## src/rtl/thrusters_pkg.sv

```systemverilog
// thrusters_pkg: shared controller state encoding and helpers for the Thrusters plant.
package thrusters_pkg;
    localparam int N_DEF = 4;
    typedef enum logic [2:0] {IDLE, ALIGN, KICK, BRAKE, DONE, FAULT} state_e;
    function automatic logic [31:0] signed_abs(input logic [31:0] v, input int n);
        logic [31:0] m;
        m = (32'd1 << n) - 32'd1;
        return (((v >> (n - 1)) & 32'd1) != 32'd0) ? (~v + 32'd1) & m : v & m;
    endfunction
    function automatic logic [31:0] min_u(input logic [31:0] a, input logic [31:0] b);
        return (a < b) ? a : b;
    endfunction
endpackage

```

## src/rtl/attitude_controller_angle_error.sv

```systemverilog
// angle_error: shortest modular path from angle to target as sign and magnitude.
module angle_error import thrusters_pkg::*; #(
    parameter int N = N_DEF
) (
    input  logic [N-1:0] target_i,
    input  logic [N-1:0] angle_i,
    output logic         neg_o,
    output logic [N-1:0] mag_o
);
    logic [N-1:0] diff;
    assign diff  = target_i - angle_i;
    assign neg_o = diff[N-1];
    assign mag_o = N'(signed_abs(32'(diff), N));
endmodule

```

## src/rtl/attitude_controller.sv

```systemverilog
// attitude_controller: drives Thrusters in kick/brake steps until angle hits target at rest.
module attitude_controller import thrusters_pkg::*; #(
    parameter int N           = N_DEF,
    parameter int WDOG_CYCLES = 64
) (
    input  logic         clk,
    input  logic         rst_n,
    input  logic         cmd_valid_i,
    output logic         cmd_ready_o,
    input  logic [N-1:0] cmd_target_i,
    input  logic [N-1:0] cmd_thrust_i,
    input  logic [N-1:0] angle_i,
    input  logic [N-1:0] velocity_i,
    output logic         up_o,
    output logic         down_o,
    output logic [N-1:0] thrust_o,
    output logic         busy_o,
    output logic         done_o,
    output logic         fault_o
);
    localparam int WW = $clog2(WDOG_CYCLES + 1);
    localparam logic [WW-1:0] WD_LAST = WW'(WDOG_CYCLES - 1);
    state_e        state_q;
    logic [N-1:0]  tgt_q, thr_q, mag_q;
    logic          dir_q;
    logic [WW-1:0] wdog_q, wdog_d;
    logic          err_neg, move, active, accept;
    logic [N-1:0]  err_mag, vel_mag, step_mag;
    angle_error #(.N(N)) u_err (
        .target_i (tgt_q),
        .angle_i  (angle_i),
        .neg_o    (err_neg),
        .mag_o    (err_mag)
    );
    assign vel_mag     = N'(signed_abs(32'(velocity_i), N));
    assign step_mag    = N'(min_u(32'(thr_q), 32'(err_mag)));
    assign move        = (state_q == KICK) || (state_q == BRAKE);
    assign active      = state_q inside {ALIGN, KICK, BRAKE};
    assign cmd_ready_o = state_q == IDLE;
    assign busy_o      = state_q != IDLE;
    assign done_o      = state_q == DONE;
    assign fault_o     = state_q == FAULT;
    assign up_o        = move & dir_q;
    assign down_o      = move & ~dir_q;
    assign thrust_o    = move ? mag_q : '0;
    assign accept      = cmd_valid_i & cmd_ready_o;
    assign wdog_d      = accept ? '0 : busy_o ? wdog_q + 1'b1 : wdog_q;
    always_ff @(posedge clk or negedge rst_n) begin
        if (!rst_n) begin
            state_q <= IDLE;
            tgt_q   <= '0;
            thr_q   <= '0;
            mag_q   <= '0;
            dir_q   <= 1'b0;
            wdog_q  <= '0;
        end else begin
            wdog_q <= wdog_d;
            if (active && wdog_q == WD_LAST) begin
                state_q <= FAULT;
            end else begin
                case (state_q)
                    IDLE: if (cmd_valid_i) begin
                        tgt_q   <= cmd_target_i;
                        thr_q   <= (cmd_thrust_i == '0) ? N'(1) : cmd_thrust_i;
                        state_q <= ALIGN;
                    end
                    // A moving plant is always braked to rest before measuring error.
                    ALIGN: if (velocity_i != '0) begin
                        mag_q   <= vel_mag;
                        dir_q   <= velocity_i[N-1];
                        state_q <= BRAKE;
                    end else if (err_mag == '0) begin
                        state_q <= DONE;
                    end else begin
                        mag_q   <= step_mag;
                        dir_q   <= ~err_neg;
                        state_q <= KICK;
                    end
                    KICK: begin
                        dir_q   <= ~dir_q;
                        state_q <= BRAKE;
                    end
                    BRAKE:   state_q <= ALIGN;
                    default: state_q <= IDLE;
                endcase
            end
        end
    end
endmodule

```

## config.mk

```make
export PLATFORM = sky130hd
export DESIGN_NAME = attitude_controller
export DESIGN_NICKNAME = d
export VERILOG_FILES = /design/src/rtl/thrusters_pkg.sv /design/src/rtl/attitude_controller_angle_error.sv /design/src/rtl/attitude_controller.sv
export SDC_FILE = /design/constraint.sdc
export NUM_CORES = 1
export LEC_CHECK = 0
export ABC_AREA = 1
export CAP_MARGIN = 20
export CELL_PAD_IN_SITES_DETAIL_PLACEMENT = 1
export CELL_PAD_IN_SITES_GLOBAL_PLACEMENT = 1
export CORE_UTILIZATION = 34
export DETAILED_ROUTE_END_ITERATION = 8
export PLACE_DENSITY = 0.76
export SLEW_MARGIN = 0
export SYNTH_ARGS = -nofsm -noshare
export SYNTH_HDL_FRONTEND = slang
export SYNTH_SLANG_ARGS = --single-unit
```

## constraint.sdc

```tcl
create_clock -name clk -period 2.5 [get_ports clk]
set_clock_uncertainty 0.1 [all_clocks]
set_input_delay 0.25 -clock clk [delete_from_list [all_inputs] [get_ports clk]]
set_output_delay 0.25 -clock clk [all_outputs]
set_load 0.05 [all_outputs]
```

Yosys cells after proc, flatten, opt, wreduce, memory -nomap -nowiden
Index checks and enable logic that the tools add are counted. W data, S select, Z words.

Magnitude comparators: 1. Muxes and demuxes: 17. Eq/ne operators: 9. Add/sub/neg operators: 4. Bitwise operators: 8. Reductions and logical operators: 13.

Operators by type and width (count): $mux W4 (7); $mux W7 (2); $mux W3 (4); $pmux W3 S4 (1); $reduce_and A3 Y1 (3); $add A4 B1 Y4 const B (2); $logic_not A4 Y1 (2); $not A4 Y4 (2); $add A7 B1 Y7 const B (1); $eq A7 B6 Y1 const B (1); $eq A3 B2 Y1 const B (2); $eq A3 B3 Y1 const B (2); $reduce_bool A3 Y1 (2); $lt A4 B4 Y1 (1); $reduce_bool A2 Y1 (2); $reduce_bool A4 Y1 (1); $sub A4 B4 Y4 (1); $and A1 B1 Y1 (3); $eq A3 B1 Y1 const B (1); $logic_not A3 Y1 (1); $ne A3 B2 Y1 const B (1); $ne A3 B3 Y1 const B (1); $not A1 Y1 (3); $mux W1 (2); 4 further kinds (4).

Register bits: 23. Output and inout port bits: 10.

Depth between registers and ports, before layout
Gate-level depths: netlist (run 1).

Depth after elaboration: 9. Mapped depth: 21.

Cells and area by module
Synthesis (run 1) repeated with hierarchy kept, for this count alone.

Cell total of the unflattened synthesis: 232. Area total of the unflattened synthesis: 1650.3 um^2.

By module, submodules not included: attitude_controller (times used 1, area each 1378.8 um^2, cells an instance 185, seq. area each 575.6 um^2); angle_error (times used 1, area each 271.5 um^2, cells an instance 47, seq. area each 0.0 um^2).

Worst setup path after synthesis (run 1)
OpenSTA, ideal clock, no wires.

Path type: reg2reg. From: register tgt_q[0]. To: register mag_q[3]. Cell stages (with the launch flop): 19. Slack: -0.156 ns. Required time: 2.282 ns. Period minus slack after synthesis: 2.656 ns. Path buffers: 0. Setup time: 0.118 ns. Data arrival time: 2.438 ns. Cells stage by stage: dfrtp_1 > inv_1 > ha_1 > fa_1 > ha_1 > inv_1 > nand2_1 > nand2_1 > nand3_1 > nand2_2 > ha_1 > a21oi_1 > inv_1 > o21ai_0 > inv_1 > nand2_1 > nand2_1 > nand4_1 > nand2_1.

Longest elaborated chain between the ends: 8. Elaborated cells on any way between the ends: 11.

RTL lines: start: declaration (line attitude_controller.sv:24) `logic [N-1:0] tgt_q, thr_q, mag_q;`; start signal: assignment (line attitude_controller.sv:63) `tgt_q <= cmd_target_i;`; $sub A4 B4 Y4 * (line attitude_controller_angle_error.sv:11) `assign diff = target_i - angle_i;`; $not A4 Y4 (line thrusters_pkg.sv:8) `return (((v >> (n - 1)) & 32'd1) != 32'd0) ? (~v + 32'd1) & m : v & m;`; $add A4 B1 Y4 (line thrusters_pkg.sv:8); $mux W4 * (line thrusters_pkg.sv:8); $lt A4 B4 Y1 (line thrusters_pkg.sv:11) `return (a < b) ? a : b;`; $mux W4 (line thrusters_pkg.sv:11); $mux W4 (line attitude_controller.sv:72) `end else if (err_mag == '0) begin`; $mux W4 (line attitude_controller.sv:68) `ALIGN: if (velocity_i != '0) begin`; end signal: assignment (line attitude_controller.sv:69) `mag_q <= vel_mag;`; end signal: assignment (line attitude_controller.sv:75) `mag_q <= step_mag;`; end: declaration (line attitude_controller.sv:24).

Every way passes the cells marked *; elsewhere a longest branch is shown, timed or not. The select of a mux whose other input is x is not followed. A chain may end at the register's enable or synchronous reset.

Worst setup path after layout (run 1)
From: register tgt_q[0]. To: register mag_q[2].

The elaborated chain is that of the path after synthesis.

==> out/qor_table.md, run 1 <==
| Step | Result | Reported |
|---|---|---|
| synthesis | Async set-reset flop share out of synthesis | 100% |
| critical path | Critical path peak fanout | 4 |
| synthesis | Compound-Gate Fraction of Synth Area | 8.37% |
| clocking | CTS tree | built |
| cells and area | Final cell count without fillers | 353 |
| route | Vias per inst | 4.69 |
| run status | Violations in the final reports | setup timing |
| floorplan | I/O pin total | 29 |
| synthesis | Library cell occupying the most area in the post-synthesis netlist | dfrtp_1 |
| critical path | Endpoint kind of the worst setup timing path | flop |
| critical path | Flop-to-flop setup slack | -0.20 ns |
| synthesis | Post-Synthesis Net Count | 268 |
| synthesis | Post-synthesis share of cell area spent on full adders, half adders and majority gates | 7.99% |
| cells and area | Core Util, Final | 48.2% |
| synthesis | Synthesized cell area | 0.00166 sq mm |
| floorplan | Die width | 71.9 um |
| synthesis | Predominant post-synthesis flop cell | dfrtp_1 |
| floorplan | Die Area | 0.00516 sq mm |
| critical path | Critical Setup Path Class | reg2reg |
| clocking | Clock Tree Buf Depth | 2 |
| sta | Pin slew with the least headroom to its limit | 0.492 ns |
| cells and area | Most common library cell in the layout ignoring fill and taps | nand2_1 |
| synthesis | Netlist cell types | 26 |
| grt | Global-route wire length before repair | 8.01 mm |
| critical path | CP arrival | 2.76 ns |
| grt | Total congestion overflow after global routing | 0 |
| cells and area | Area of the multi-input gates | 0.00101 sq mm |
| placed design | Worst slack after detailed placement | -0.586 ns |
| route | Average wire length per cell after detail routing | 12.8 um |
| min path | Worst min-delay path category | in2async |
| floorplan | Num rows | 25 |
| clocking | Number of buffers created by CTS | 3 |
| critical path | Number of cell instances on the worst register-to-register path | 17 |
| synthesis | Synth Area in XOR/XNOR | 1.06% |
| power | Cell area power density | 1360 mW/mm^2 |
| synthesis | Area share of the largest cell type after synthesis | 34.7% |
| route | Number of iterations in the first detailed-routing pass | 4 |
| synthesis | Main combinational cell family by area after synthesis | simple AND/OR/NAND/NOR gates |
| synthesis | Number of instances in the synthesized netlist | 239 |
| clocking | TritonCTS Sinks | 23 |
| sta | Unrepaired setup endpoints after global routing | true |
| critical path | CP required | 2.56 ns |
| sta | Worst max-slew margin expressed relative to the limit | 67.1% |
| clocking | Insertion delay of the later-clocked pin in the worst-skew pair | 0.27 ns |
| route | Number of nets with antenna violations after detailed routing | 0 |
| synthesis | Mean area per synthesized cell | 6.94 sq um |
| cells and area | Inserted Diodes | 0 |
| route | Overall routed net length | 4.51 mm |
| job | Max Cap Viol | 0 |
| sta | Final Max Tran Viols | 0 |
| route | DRT iter0 DRCs | 54 |
| cells and area | Total area of sequential cells | 576 sq um |
| synthesis | Synthesized flop and latch total | 23 |
| cells and area | Layout-stage area growth over the synthesis result | 37.3% |
| placed design | Gp weighted congestion | 0.746 |
| run status | Result of the run | complete, but fails checks |
| grt | Pin count of the biggest net entering global routing | 24 |
| grt | Initial antenna violation count | 0 |
| grt | GR Util All Layers | 19.7% |
| critical path | Reg-to-reg critical path startpoint | tgt_q[0] |
| critical path | Terminus of the critical flop-to-flop path | mag_q[2] |
| cells and area | Leading cell types in the layout, fill and taps excluded | 70 x nand2_1, 41 x inv_1, 23 x dfrtp_1, 21 x clkdlybuf4s50_1, 21 x buf_4 |
| synthesis | Share of synthesized cell area in and, or, nand and nor gates | 37.2% |
| sta | Highest achievable clock rate | 0.371 GHz |
| placed design | PortBufs | 28 |
| critical path | Startpoint types | flop |
| power | Pleak | 1.20 nW |
| cells and area | Final net count | 316 |
| synthesis | Biggest area contributors in the synthesized netlist | dfrtp_1 35%, nand2_1 17%, inv_1 10%, ha_1 6.8%, nand3_1 5.7% |
| cells and area | Total of fill cells in the finished design | 618 |
| synthesis | Sequential element share of the synthesized area | 34.7% |
| power | PnR Total Power | 0.00309 W |
| sta | Min Tclk post-route | 2.70 ns |
| clocking | Clock transition at path regs | 0.08 ns |
| sta | Setup slack of the critical path after layout | -0.196 ns |
| cells and area | Share of cells above drive strength 1 | 20.3% |
| power | Max IR drop VDD | 0.000377 V |
| floorplan | Height of the chip | 71.9 um |
| synthesis | Number of enable-type register cells in the synthesized netlist | 0 |
| placed design | Post-DP HPWL | 3.58 mm |
| sta | Count of final hold-check violations | 0 |
| sta | Final period utilization | 108% |
| synthesis | Multiplexer area fraction after synthesis | 0% |
| floorplan | Effective utilization at floorplan | 35.1% |
| route | Vias after detailed routing | 1657 |
| route | DRC violations left | 0 |
| placed design | Number of placed cells counting well taps | 348 |
| clocking | Cell chosen for the clock root | clkbuf_8 |
| synthesis | Number of warnings printed during yosys synthesis | 0 |
| grt | Vias in the first global route | 1795 |
| clocking | Number of levels the H-tree was split into | 1 |
| sta | Final-report setup violation count | 4 |
| floorplan | Core area | 0.00472 sq mm |
final cells by class:
cell class                 count  area share [%]
inverter                      46            7.58
multi-input combinational    169            44.5
clock buffer                   4            1.98
timing repair buffer          44            17.0
tap                           67            3.68
sequential                    23            25.3
through the flow:
| stage | cell area (sq um) | hold slack [ns] | setup TNS, ns |
|---|---|---|---|
| after floorplan | 1720 | -0.146 | -0.154 |
| after global placement | 2170 | 0.358 | -2.34 |
| after detailed placement | 2170 | 0.371 | -2.63 |
| after CTS | 2270 | 0.284 | -0.812 |
| after global routing | 2280 | 0.288 | -1.39 |
| final | 2280 | 0.263 | -0.721 |
synth_stat cells (2+ instances only):
master   instances
nor3_1           3
nor2_1          17
nand2_2          4
nand2_1         73
ha_1             9
nand4_1          6
nor4_1           2
inv_1           45
nand3_1         19
dfrtp_1         23
nand3_2          4
nand2_4          2
xor2_1           2
a21oi_1          3
o21ai_0         16
worst max-delay path by stage:
stage | startpoint | to | slack, ns | depth (start not counted)
after detailed placement | angle_i[0] | mag_q[3] | -0.59 | 18
final | tgt_q[0] | mag_q[2] | -0.20 | 17
after CTS | tgt_q[0] | mag_q[2] | -0.21 | 17
after global placement | angle_i[0] | mag_q[3] | -0.53 | 15
after floorplan | tgt_q[0] | mag_q[2] | -0.05 | 17
after global routing | tgt_q[0] | mag_q[1] | -0.37 | 19
state kept, by name, summed over array words and instances, names as in the netlist:
name,count
dir_q,1
mag_q,4
state_q,3
tgt_q,4
thr_q,4
wdog_q,7
critical path: stages (launching register included):
cell and delay, ns:
dfrtp_1 0.35, inv_2 0.06, ha_4 0.16, fa_2 0.59, ha_4 0.22, nand3b_1 0.17
nand2_2 0.11, ha_4 0.20, o21ai_2 0.05, nand2_1 0.09, nand2_4 0.09, nand3_2 0.06
nand2_1 0.06, inv_1 0.04, nand2_1 0.06, nand2_1 0.06, nand4_1 0.07, nand2_1 0.06
report_power, final:
group,internal (W),total [W],switching [W]
clock,0.000114,0.000236,0.000122
combinational,0.000920,0.00218,0.00126
sequential,0.000541,0.000676,0.000135
total,0.00158,0.00309,0.00152
metal layers:
layer	global-route usage, %	vias to the layer above	share of wire [%]
li1	-	850	-
met1	24.0	774	45
met2	37.3	29	51
met4	4.58	0	0.98
met5	0	-	0
met3	1.69	4	2.4
kinds of logic (layout without fill, tap and decap cells):
family          count (synthesis)  count (layout)
fa+ha+maj                      10              10
compound gates                 24              24
flops                          23              23
simple gates                  133             133
xor+xnor                        2               2
buf+inv                        47              94
repair_timing:
| action | CTS | global route |
|---|---|---|
| hold buffers | 0 | 0 |
| endpoints found under the setup margin | 4 | 6 |
| resized for setup | 8 | 5 |
| pin swaps | 13 | 5 |
| setup buffers | 2 | 1 |
(Power assumes the default switching activity.)
==> run 2, diff against run 1 <==
- CAP_MARGIN: 20 -> default
- CORE_UTILIZATION: 34 -> 38
- PLACE_DENSITY: 0.76 -> 0.81
- clock period: 2.5 -> 3.15 ns (I/O delays scaled with it)
==> out/qor_table.md, run 2 (same netlist as run 1, synthesis figures left out) <==
| Step | Result | Reported | Change |
|---|---|---|---|
| sta | Final Max Tran Viols | 0 | unchanged |
| grt | Pin count of the biggest net entering global routing | 24 | unchanged |
| critical path | CP max-delay cell | fa_2 | unchanged |
| clocking | TritonCTS Sinks | 23 | unchanged |
| grt | Total congestion overflow after global routing | 0 | unchanged |
| clocking | Clock transition at path regs | 0.08 ns | about the same |
| critical path | CP arrival | 2.96 ns | was 2.76 ns |
| sta | Count of final hold-check violations | 0 | unchanged |
| critical path | Endpoint kind of the worst setup timing path | flop | unchanged |
| floorplan | Effective utilization at floorplan | 40.6% | was 35.1% |
| floorplan | Num rows | 23 | was 25 |
| sta | Final-layout setup total negative slack | 0 ns | was -0.721 ns |
| grt | M3 GR Usage | 2.50% | was 1.69% |
| grt | Global-route met2 utilization | 34.4% | was 37.3% |
| cells and area | Number of flip-flops under the largest register name | 7 | unchanged |
| critical path | Flop-to-flop setup slack | 0.32 ns | was -0.20 ns |
| cells and area | Final cell count without fillers | 325 | was 353 |
| clocking | Clock Tree Buf Depth | 2 | unchanged |
| power | Portion of total power attributed to combinational logic | 66.3% | was 70.5% |
| clocking | Cell chosen for the clock root | clkbuf_8 | unchanged |
| grt | GR Util All Layers | 19.8% | was 19.7% |
| route | Vias after detailed routing | 1590 | was 1657 |
| clocking | Insertion delay of the later-clocked pin in the worst-skew pair | 0.26 ns | was 0.27 ns |
| route | DRC violations left | 0 | unchanged |
| cells and area | Total of fill cells in the finished design | 543 | was 618 |
| critical path | Critical Setup Path Class | in2reg | was reg2reg |
| power | Switching Share | 50.0% | was 49.0% |
| grt | Vias in the first global route | 1558 | was 1795 |
| cells and area | Layout-stage area growth over the synthesis result | 25.7% | was 37.3% |
| cells and area | Leading cell types in the layout, fill and taps excluded | 73 x nand2_1, 45 x inv_1, 28 x clkdlybuf4s50_1, 23 x dfrtp_1, 19 x nand3_1 | was 70 x nand2_1, 41 x inv_1, 23 x dfrtp_1, 21 x clkdlybuf4s50_1, 21 x buf_4 |
| critical path | Buf/Inv on CP | 4 | was 2 |
| critical path | Cell repeated most along the worst path | nand2_1 | unchanged |
| power | Seq pwr share | 24.9% | was 21.9% |
| job | Max Cap Viol | 0 | unchanged |
| power | NetSw | 0.00105 W | was 0.00152 W |
| cells and area | Cell area after layout | 0.00209 sq mm | was 0.00228 sq mm |
| critical path | Startpoint types | primary input | was flop |
| power | Cell-internal power | 0.00105 W | was 0.00158 W |
| sta | Pin slew with the least headroom to its limit | 0.498 ns | was 0.492 ns |
| floorplan | I/O pin total | 29 | unchanged |
| placed design | Number of placed cells counting well taps | 321 | was 348 |
| cells and area | Share of cells above drive strength 1 | 9.09% | was 20.3% |
| placed design | Placed Area | 0.00203 sq mm | was 0.00217 sq mm |
| critical path | CP required | 3.21 ns | was 2.56 ns |
| sta | Worst max-slew margin expressed relative to the limit | 66.7% | was 67.1% |
| cells and area | Final net count | 305 | was 316 |
| grt | Met1 capacity usage during global routing | 25.7% | was 24.0% |
| placed design | Post-DP HPWL | 3.27 mm | was 3.58 mm |
| clocking | Setup Buffers After CTS | 0 | was 2 |
| power | Max IR drop VDD | 0.000323 V | was 0.000377 V |
| sta | Min Tclk post-route | 2.90 ns |  |
| route | Average wire length per cell after detail routing | 12.4 um | was 12.8 um |
| clocking | CTS tree | built | unchanged |
| grt | Global-route layer with the greatest usage | met2 | unchanged |
| sta | Worst hold margin | 0.303 ns | was 0.263 ns |
| run status | Result of the run | complete, no violations | was complete, but fails checks |
| floorplan | Core area | 0.00409 sq mm | was 0.00472 sq mm |
| power | Pleak | 1.13 nW | was 1.20 nW |
| sta | Final period utilization | 92.0% |  |
| cells and area | Register ranked first by flip-flop count | wdog_q | unchanged |
| placed design | PortBufs | 28 | unchanged |
| critical path | Worst path top cell family by delay | adder cells | unchanged |
| cells and area | Inserted Diodes | 0 | unchanged |
| clocking | Number of levels the H-tree was split into | 1 | unchanged |
| floorplan | Die Area | 0.00463 sq mm | was 0.00516 sq mm |
| grt | Initial antenna violation count | 0 | unchanged |
| placed design | Gp weighted congestion | 0.803 | was 0.746 |
| power | Cell area power density | 1000 mW/mm^2 | was 1360 mW/mm^2 |
| power | Clock share of power | 8.8% | was 7.6% |
| sta | Unrepaired setup endpoints after global routing | false | was true |
| floorplan | Height of the chip | 68.1 um | was 71.9 um |
| critical path | Largest stage delay on the critical path | 0.57 ns | was 0.59 ns |
| sta | Highest achievable clock rate | 0.345 GHz |  |
| route | Overall routed net length | 4.03 mm | was 4.51 mm |
| cells and area | Most common library cell in the layout ignoring fill and taps | nand2_1 | unchanged |
| grt | Global-route wire length before repair | 6.77 mm | was 8.01 mm |
| critical path | Critical path peak fanout | 4 | unchanged |
| route | Number of iterations in the first detailed-routing pass | 2 | was 4 |
| sta | Final-report setup violation count | 0 | was 4 |
| route | DRT iter0 DRCs | 38 | was 54 |
| clocking | Number of buffers created by CTS | 3 | unchanged |
| route | Vias per inst | 4.89 | was 4.69 |
| critical path | Cells along the critical path | clkdlybuf4s50_1, ha_1, fa_2, ha_1, inv_1, nand2_1, nand2_1, nand3_1, nand2_2, ha_1, nand2_1, inv_1, nand2_1, nand3_1, nand2_1, inv_1, nand2_1, nand2_1, nand4_1, nand2_1 | was inv_2, ha_4, fa_2, ha_4, nand3b_1, nand2_2, ha_4, o21ai_2, nand2_1, nand2_4, nand3_2, nand2_1, inv_1, nand2_1, nand2_1, nand4_1, nand2_1 |
| min path | Worst min-delay path category | in2async | unchanged |
| floorplan | Die width | 68.1 um | was 71.9 um |
| power | PnR Total Power | 0.00209 W | was 0.00309 W |
| route | Number of nets with antenna violations after detailed routing | 0 | unchanged |
run 2: cell count changes in the layout (fill, tap and decap cells not counted), sizes merged:
cell           delta
buf              -17
clkdlybuf4s50     +7
dlygate4sd2       -1
run 2: worst reg2reg max path, delay by kind of cell, from the launching register on:
kind                       cells  cell delay (ns)
buffers and inverters          2             0.13
and+or+nand+nor               10             0.86
AOI/OAI and AO/OA              1             0.07
adders and majority gates      4             1.21
DFF                            1             0.36
run 2: power groups by stage:
| stage | Clock [W] | Combinational, W | Sequential, W |
|---|---|---|---|
| finish | 0.000185 | 0.00139 | 0.000522 |
| global route | 0.000201 | 0.00157 | 0.000541 |
| CTS | 0.000189 | 0.00139 | 0.000523 |
| detailed placement | 0 | 0.00138 | 0.000528 |
| global placement | 0 | 0.00134 | 0.000520 |
| floorplan | 0 | 0.000993 | 0.000500 |
run 2: timing repair:
item                       4_1_cts  5_1_grt
setup endpoints to repair        0        2
resized for setup                0        2
hold endpoints to repair         0        0
hold buffers                     0        0
run 2: path summary, 6_finish.rpt:
check | start | cells after the start | endpoint
setup / recovery | angle_i[0] | 20 | mag_q[2]
hold / removal | rst_n | 2 | mag_q[2]
setup reg to reg | tgt_q[0] | 17 | mag_q[2]
hold reg to reg | mag_q[0] | 2 | mag_q[0]
max in group asynchronous | rst_n | 2 | thr_q[2]
min in group clk | mag_q[0] | 2 | mag_q[0]
run 2: per-layer routing:
layer,part of all wire [%],up-vias
li1,-,827
met1,49,745
met2,48,16
met3,1.6,2
met4,0.70,0
met5,0,-
run 2: per-stage QoR:
step | worst slack (ns) | utilization, %
3_3_place_gp | 0.00446 | 49.8
3_5_place_dp | -0.0554 | 49.8
2_1_floorplan | 0.494 | -
4_1_cts | 0.231 | 50.9
6_report | 0.250 | 51.0
5_1_grt | 0.0142 | 51.0
run 2: cell type report:
cell class	instances	area (sq um)	share of cell area, %
multi-input cells	169	912	43.7
flip-flops and latches	23	576	27.6
repair buffers	33	318	15.2
inverters	46	173	8.28
well taps	50	62.6	3.00
clock buffers	4	45.0	2.16
